<file path="config.mk">
export PLATFORM = sky130hd
export DESIGN_NAME = hazard_stall_unit
export DESIGN_NICKNAME = d
export VERILOG_FILES = /design/src/rtl/pipeline_pkg.sv /design/src/rtl/hazard_stall_unit_sat_counter.sv /design/src/rtl/hazard_stall_unit.sv
export SDC_FILE = /design/constraint.sdc
export NUM_CORES = 1
export LEC_CHECK = 0
export CAP_MARGIN = 20
export CORE_MARGIN = 1.5
export CORE_UTILIZATION = 41
export DETAILED_ROUTE_END_ITERATION = 7
export GPL_ROUTABILITY_DRIVEN = 0
export PLACE_DENSITY = 0.76
export SKIP_CTS_REPAIR_TIMING = 1
export SLEW_MARGIN = 25
export SYNTH_ARGS = -nofsm -noshare
export SYNTH_HDL_FRONTEND = slang
export SYNTH_SLANG_ARGS = --single-unit
</file>
<file path="constraint.sdc">
create_clock -name Clk -period 2.6 [get_ports Clk]
set_input_delay 0.26 -clock Clk [delete_from_list [all_inputs] [get_ports Clk]]
set_output_delay 0.26 -clock Clk [all_outputs]
set_load 0.005 [all_outputs]
</file>
<file path="src/rtl/pipeline_pkg.sv">
// Shared pipeline definitions for the ID-stage hazard logic.
//   REG_W        : register-address width
//   state_t      : hazard FSM encoding (ST_RUN / ST_STALL)
//   MEMREAD_NONE : IDEX/EXMEM MemRead value meaning "not a load"
package pipeline_pkg;

  localparam int REG_W = 5;

  typedef enum logic {
    ST_RUN   = 1'b0,
    ST_STALL = 1'b1
  } state_t;

  localparam logic [1:0] MEMREAD_NONE = 2'b00;

endpackage

</file>
<file path="src/rtl/hazard_stall_unit_sat_counter.sv">
// Saturating up-counter used for the stall/flush performance counters.
//   Clk   : clock
//   clear : synchronous clear (wins over inc)
//   inc   : count one event this cycle
//   count : current value, holds at all-ones
module sat_counter #(
  parameter int CNT_W = 16
) (
  input  logic             Clk,
  input  logic             clear,
  input  logic             inc,
  output logic [CNT_W-1:0] count
);

  always_ff @(posedge Clk) begin
    if (clear)
      count <= '0;
    else if (inc && (count != '1))
      count <= count + CNT_W'(1);
  end

endmodule

</file>
<file path="src/rtl/hazard_stall_unit.sv">
// ID-stage hazard detection for the 5-stage MIPS pipeline.
// Detects load-use and branch/jr operand hazards (branches resolve in ID),
// drives the ControlMux select, PC/IF-ID write enables and the IF/ID flush.
// Ports:
//   Clk, Reset (sync, active low)
//   IFID_*        : ID instruction operands and class
//   PCSrc, Jump   : taken branch / jump resolved in ID
//   IDEX_*        : EX-stage instruction (load, regwrite, destination)
//   EXMEM_*       : MEM-stage instruction (load, destination)
//   controlMuxSignal, PCWrite, IFIDWrite, IFIDFlush : pipeline controls
//   StallCycles, FlushCycles : saturating performance counters
module hazard_stall_unit
  import pipeline_pkg::*;
#(
  parameter int REG_W      = pipeline_pkg::REG_W,
  parameter int CNT_W      = 16,
  parameter int LDBR_STALL = 2
) (
  input  logic             Clk,
  input  logic             Reset,
  input  logic [REG_W-1:0] IFID_Rs,
  input  logic [REG_W-1:0] IFID_Rt,
  input  logic             IFID_UsesRt,
  input  logic             IFID_IsBranch,
  input  logic             IFID_IsJr,
  input  logic             PCSrc,
  input  logic             Jump,
  input  logic [1:0]       IDEX_MemRead,
  input  logic             IDEX_RegWrite,
  input  logic [REG_W-1:0] IDEX_WriteReg,
  input  logic [1:0]       EXMEM_MemRead,
  input  logic [REG_W-1:0] EXMEM_WriteReg,
  output logic             controlMuxSignal,
  output logic             PCWrite,
  output logic             IFIDWrite,
  output logic             IFIDFlush,
  output logic [CNT_W-1:0] StallCycles,
  output logic [CNT_W-1:0] FlushCycles
);

  localparam logic [1:0] LDBR_N = 2'(LDBR_STALL);

  state_t     state;
  logic [1:0] cnt;
  logic [1:0] nReq;
  logic       stall;

  logic isBrJr, rtLive, loadEx, loadMem, matchEx, matchMem;

  assign isBrJr  = IFID_IsBranch | IFID_IsJr;
  // A jr-only instruction reads rs alone, whatever UsesRt says.
  assign rtLive  = (IFID_UsesRt | IFID_IsBranch) & ~(IFID_IsJr & ~IFID_IsBranch);
  assign loadEx  = (IDEX_MemRead  != MEMREAD_NONE);
  assign loadMem = (EXMEM_MemRead != MEMREAD_NONE);

  assign matchEx  = (IDEX_WriteReg != '0) &&
                    ((IDEX_WriteReg == IFID_Rs) || (rtLive && (IDEX_WriteReg == IFID_Rt)));
  assign matchMem = (EXMEM_WriteReg != '0) &&
                    ((EXMEM_WriteReg == IFID_Rs) || (rtLive && (EXMEM_WriteReg == IFID_Rt)));

  // Required stall length; the largest applicable case wins.
  always_comb begin
    nReq = 2'd0;
    if (loadMem && matchMem && isBrJr)
      nReq = 2'd1;
    if (!loadEx && IDEX_RegWrite && matchEx && isBrJr)
      nReq = 2'd1;
    if (loadEx && matchEx && !isBrJr && (nReq < 2'd1))
      nReq = 2'd1;
    if (loadEx && matchEx && isBrJr && (LDBR_N > nReq))
      nReq = LDBR_N;
  end

  // STALL ignores hazard inputs entirely; only cnt decides when it ends.
  assign stall = (state == ST_STALL) || (nReq != 2'd0);

  always_comb begin
    controlMuxSignal = 1'b0;
    PCWrite          = 1'b0;
    IFIDWrite        = 1'b0;
    IFIDFlush        = 1'b0;
    if (Reset && !stall) begin
      controlMuxSignal = 1'b1;
      PCWrite          = 1'b1;
      IFIDWrite        = 1'b1;
      // A branch held by a stall is re-resolved here on the release cycle.
      IFIDFlush        = PCSrc | Jump | IFID_IsJr;
    end
  end

  always_ff @(posedge Clk) begin
    if (!Reset) begin
      state <= ST_RUN;
      cnt   <= 2'd0;
    end else begin
      case (state)
        ST_RUN: begin
          // N == 1 stays in RUN so the hazard is re-evaluated next cycle.
          if (nReq >= 2'd2) begin
            state <= ST_STALL;
            cnt   <= nReq - 2'd1;
          end
        end
        ST_STALL: begin
          cnt <= cnt - 2'd1;
          if (cnt <= 2'd1)
            state <= ST_RUN;
        end
        default: begin
          state <= ST_RUN;
          cnt   <= 2'd0;
        end
      endcase
    end
  end

  sat_counter #(.CNT_W(CNT_W)) uStallCnt (
    .Clk   (Clk),
    .clear (~Reset),
    .inc   (Reset & stall),
    .count (StallCycles)
  );

  sat_counter #(.CNT_W(CNT_W)) uFlushCnt (
    .Clk   (Clk),
    .clear (~Reset),
    .inc   (IFIDFlush),
    .count (FlushCycles)
  );

endmodule

</file>
==> results of run 1 <==
==> worst max-delay path: cells and delay by family <==
| kind | cells | cell delay, ps |
|---|---|---|
| fa+ha+maj | 1 | 190 |
| simple gates | 7 | 1400 |
| xor+xnor | 1 | 150 |
| compound gates | 3 | 540 |
| buf+inv | 3 | 310 |
==> synth_stat cells, types with 2 or more instances <==
cell type  count  share of area
a211oi_1       3          0.011
a21oi_1        8          0.020
and2_1         2         0.0062
and3_1        11          0.034
and3_4         2          0.011
buf_4          2         0.0075
buf_6          2          0.011
clkbuf_1       6          0.011
dfxtp_1       35           0.35
ha_1           4          0.025
inv_1          8          0.015
nand2_1       18          0.034
nand3_1       19          0.047
nand4_1        7          0.022
nor2_1        24          0.045
nor2b_1        2         0.0062
nor3_1         6          0.015
o211a_1        2          0.010
o211ai_1       5          0.019
o21ai_0        9          0.022
or3_1          6          0.019
or4_1          2         0.0075
xnor2_1       20          0.087
xor2_1        17          0.074
==> layer usage <==
layer  vias up  share of wire  GRT usage
li1       1057              -          -
met1       986           0.41      0.225
met2        92           0.50      0.336
met3        10          0.071     0.0594
met4         0          0.019     0.0671
met5         -              0          0
==> worst max path at each step <==
stage,endpoint,cells after the start
2_1_floorplan,uFlushCnt.count[11],13
3_3_place_gp,uFlushCnt.count[11],14
3_5_place_dp,uFlushCnt.count[11],14
4_1_cts,IFIDFlush,12
5_1_grt,uFlushCnt.count[11],15
6_report,uFlushCnt.count[11],15
==> sequential cells by signal, summed over array words and instances, names as in the netlist <==
signal,count
uStallCnt.count,16
uFlushCnt.count,16
cnt,2
state,1
==> per-stage QoR <==
step | setup WS [ps] | hold WS, ps | cells
global route | -184 | 525 | 411
global placement | -680 | 474 | 393
floorplan | -162 | 450 | 240
finish | -74.9 | 498 | 411
detailed placement | -805 | 498 | 393
CTS | -683 | 509 | 401
==> power groups by stage <==
stage	registers, mW	logic, mW	clock network (mW)
after global placement	0.569	0.217	0
after floorplan	0.567	0.0892	0
after CTS	0.557	0.223	0.443
final	0.557	0.257	0.437
after global routing	0.558	0.274	0.460
after detailed placement	0.569	0.221	0
==> logic make-up (layout without fill, tap and decap cells) <==
kind of cell	Yosys count	after routing	share of synthesized area
flops	35	35	0.348
buf+inv	19	123	0.0473
compound gates	39	39	0.143
simple gates	105	105	0.271
mux	1	1	0.00498
xor+xnor	37	37	0.161
fa+ha+maj	4	4	0.0249
==> placed cells by master (no fill, tap or decap), types with 9 or more instances in the layout <==
cell type / instances
buf_6: 11
clkbuf_2: 11
and3_1: 9
xnor2_1: 15
nor2_1: 21
buf_4: 31
nand2_1: 15
xor2_1: 15
nand3_1: 18
dfxtp_1: 35
dlymetal6s2s_1: 13
clkdlybuf4s50_1: 40
==> layout make-up <==
| class | count | area, um^2 | area share |
|---|---|---|---|
| Clock buffer | 7 | 96.3 | 0.0288 |
| Clock inverter | 1 | 7.51 | 0.00224 |
| Inverter | 8 | 30.0 | 0.00897 |
| Multi-Input combinational cell | 186 | 1440 | 0.430 |
| Sequential cell | 35 | 701 | 0.209 |
| Tap cell | 67 | 83.8 | 0.0250 |
| Timing Repair Buffer | 107 | 990 | 0.296 |
==> run metrics, run 1 <==
RSZ-0062 raised after global routing=yes; DR iter-0 viols=92; failing checks=negative setup slack; CTS Sinks=35; Syn-to-layout area delta=66.4%; clock buffer depth=2; Final setup violation count=12; CP max FO=4; FP Rows=25; Worst Setup End Kind=register; Internal Power=934 uW; Hold WC Path Type=register to register; Power Dens Cells=approximately 370 nW/um^2; Worst slew margin=0.646; largest net degree at the start of global routing=19; antenna violations before repair=0; Placed Instance Area=between 2000 and 3000 um^2; CTS tree=done; Slew @ Worst Pin=~530 ps; Critical Path AT=2860 ps; H-tree Lvls=2; setup ws final=-74.9 ps; sink of the worst hold path=uFlushCnt.count[4]; reg2reg end=uFlushCnt.count[11]; ys flop type=dfxtp_1; Die X=~73 um; Final Core Density=0.709; Synth async-reset ratio=0; critical path startpoint category=input port; RR Startpoint=uFlushCnt.count[0]; Synthesized Nets=about 280; hold_sp=uFlushCnt.count[4]; final-report hold violation count=0; Max VDD drop=around 0.00021 V; # fillers=about 360; fin nets=approximately 380; Inserted Clock Buffers=5; total power after layout=roughly 1.3 mW; Setup Skew=roughly 5.6 ps; vias in the first global route=1830; first-pass GRT wire length=between 8 and 9 mm; CORE AREA=around 4700 um^2; Reg clk slew, reported paths=~70 ps; Lkg Pwr=approximately 1.4 nW; status=complete, but fails checks; Worst Hold Depth=1; worst path required time=2780 ps; Post-Syn Area per Cell=approximately 8.4 um^2; highest clock rate=between 300 and 400 MHz; GRT overflow=0; die height=73.1 um; Global Route Usage Sum=0.194; Sequential Power Share=0.445; CP Cell Sequence=buf_6 > or4_4 > nor2_4 > inv_2 > and3_4 > o221ai_2 > and3_1 > ha_2 > nor2b_4 > o311ai_4 > a311oi_4 > buf_4 > nand4_1 > xnor2_1 > and2_1; HPWL Detailed=a little over 4 mm; synthesis warning total=0; Synth Cell Area=2010 um^2; drt drc=0; post-detailed-route wirelength per cell=about 14 um; cells after synthesis=240; drt via density=between 5 and 6; number of synthesized register bits=35; clock tree root buffer cell=clkbuf_8; Clk Latency, worst-skew pair=slightly below 300 ps; Comb pwr share=0.206; first-pass detailed-route iteration total=4; switching part of the total power=0.254; CP max stage delay=between 500 and 600 ps; Final Max Slew Viols=0; Tmin final=around 2700 ps; critical path class=input port to register; switching power=318 uW; clock group share of total power=0.349; die area=5340 um^2; DRT antenna net count=0; share of layout cells above drive strength 1=0.305; total number of vias=about 2.1k; Register-to-Register Path Depth=7; # IOs=between 60 and 70; I/O Buffers=67; Worst Setup SP=IDEX_WriteReg[2]; Final TNS setup=-379 ps; WL final=~5.6 mm; ant diodes=0; period utilization=1.03; Synth cell types=44; Post-synth EDFFs=0; Initial Util=0.426; Slowest cell on crit path=or4_4; fin area=3350 um^2; max cap viols=0; Seq/Total Area, Yosys=0.348; reg2reg setup slack=roughly 750 ps
(Power assumes the default switching activity.)
==> run 2, diff against run 1 <==
MAX_ROUTING_LAYER = met4   (was unset)
SETUP_SLACK_MARGIN = 0.5   (was unset)
==> run metrics, run 2 (synthesized netlist as in run 1, its figures left out) <==
status=complete, but fails checks; failing checks=negative setup slack; Critical Path AT=2860 ps (about the same); Syn-to-layout area delta=69.2%; vias in the first global route=1965 (+7.4%); max cap viols=0 (unchanged); highest clock rate=375 MHz (+0.28%); Clk Latency, worst-skew pair=300 ps (about the same); GRT overflow=0 (unchanged); top flop regs=uFlushCnt.count (16), uStallCnt.count (16), cnt (2); share of layout cells above drive strength 1=0.328 (+0.0233); Final Max Slew Viols=0 (unchanged); Register-to-Register Path Depth=6 (-1); clock tree root buffer cell=clkbuf_8; HPWL Detailed=4.05 mm (-0.33%); Setup Skew=9.53 ps (+3.94 ps); die height=73.1 um (unchanged); Final setup violation count=6 (-6); CTS tree=done; Worst slew margin=0.670 (+0.0241); critical path class=input port to register; final-report hold violation count=0 (unchanged); Levels on crit path=14 (-1); FP Rows=25 (unchanged); Die X=73.1 um (unchanged); drt drc=0 (unchanged); RSZ-0062 raised after global routing=yes; Worst Setup End Kind=register; Final Core Density=0.721 (+0.0122); DR iter-0 viols=106 (+15%); # IOs=68 (unchanged); Tmin final=2670 ps (-7.47 ps); Worst path most repeated cell=and3_4; H-tree Lvls=2 (unchanged); commonest non-fill, non-tap cell in the layout=clkdlybuf4s50_1; ant diodes=0 (unchanged); Top delay family on crit path=simple AND/OR/NAND/NOR gates; drt via density=5.22 (about the same); total number of vias=2144 (-0.047%); antenna violations before repair=0 (unchanged); Worst Hold Depth=1 (unchanged); CP max FO=7 (+3); setup ws final=-67.4 ps (+7.47 ps); Hold WC Path Type=register to register; I/O Buffers=67 (unchanged); Hold WS=498 ps (+0.172 ps); most frequent cells in the layout=clkdlybuf4s50_1 (40), dfxtp_1 (35), buf_4 (30); first-pass detailed-route iteration total=4 (unchanged); CTS Sinks=35 (unchanged); Inserted Clock Buffers=5 (unchanged); CORE AREA=4720 um^2 (unchanged); DP Worst Slack=-839 ps (-34.2 ps); period utilization=1.03 (-0.00287); largest net degree at the start of global routing=17 (-2); Slowest cell on crit path=or4_4; DRT antenna net count=0 (unchanged); Lkg Pwr=1.42 nW (+0.44%); crit path buf inv count=2 (-1); worst path required time=2800 ps (+20 ps); critical path startpoint category=input port; Placed Instance Area=3000 um^2 (+1.3%); Initial Util=0.426 (unchanged); CP max stage delay=560 ps (+30 ps); Power Dens Cells=373 nW/um^2 (-0.14%); CP Cell Sequence=buf_6 > or4_4 > nor2_4 > inv_2 > and3_4 > o221ai_2 > and3_4 > ha_4 > nor2b_4 > o311ai_4 > a311oi_4 > nand4_1 > xnor2_1 > and2_1; Reg clk slew, reported paths=70 ps (about the same); Slew @ Worst Pin=492 ps (-36.4 ps); post-detailed-route wirelength per cell=14.3 um (+4.5%); WL final=5.88 mm (+4.5%); Global Route Usage Sum=0.207 (+0.0125); clock buffer depth=2 (unchanged); fin nets=379 (unchanged); fin area=3400 um^2 (+1.7%); first-pass GRT wire length=8.38 mm (+4.5%); total power after layout=1.27 mW (+1.6%); die area=5340 um^2 (unchanged); Max VDD drop=0.000203 V (-5.7%)
==> run 2: cell types whose count changed in the layout (fill, tap and decap cells not counted), moves of 3 or more <==
cell     previous run  this run
nand3_1            18        15
nor3_1              6         1
nand3_2             1         4
nor3_2              0         4
==> run 2: final timing paths <==
check                                   startpoint                  end  slack [ps]
worst max-delay path              IDEX_WriteReg[3]  uFlushCnt.count[11]         -70
worst min register to register              cnt[0]               cnt[0]         500
worst max register to register  uFlushCnt.count[0]  uFlushCnt.count[11]         780
worst min-delay path                        cnt[0]               cnt[0]         500
==> run 2: worst register-to-register path, stage by stage (launching register included) <==
cell and delay [ps]:
dfxtp_1 360, ha_1 280, and3_1 280, a311oi_4 360, nand4_1 170, xnor2_1 150, and2_1 130
==> run 2: per-stage QoR <==
step,instances,setup TNS (ps)
floorplan,240,-516
global placement,395,-18180
detailed placement,395,-23870
CTS,403,-14700
global route,411,-1810
finish,411,-261
==> run 2: final cells by class <==
cell class / count / area, um^2
multi-input cells: 186 / 1500
fillers: 333 / 1320
repair buffers: 107 / 990
flip-flops and latches: 35 / 701
clock buffers: 7 / 96.3
well taps: 67 / 83.8
inverters: 8 / 30.0
clock inverters: 1 / 7.51
==> run 2: where the power goes <==
part	switching, mW	total (mW)	internal [mW]
Combinational	0.117	0.266	0.149
Sequential	0.0125	0.557	0.545
Clock	0.207	0.448	0.241
Total	0.337	1.27	0.935
==> run 2: per-layer routing <==
| layer | up-vias | track usage | routed length (um) |
|---|---|---|---|
| met5 | - | - | 0 |
| met4 | 0 | 0.0881 | 117 |
| met3 | 10 | 0.0525 | 270 |
| met2 | 69 | 0.342 | 3010 |
| met1 | 1007 | 0.236 | 2480 |
| li1 | 1058 | - | - |
==> run 3, diff against run 2 <==
CTS_CLUSTER_SIZE = 20   (was unset)
==> results of run 3 <==
Final layout, timing and power as in run 2 (identical DEF).
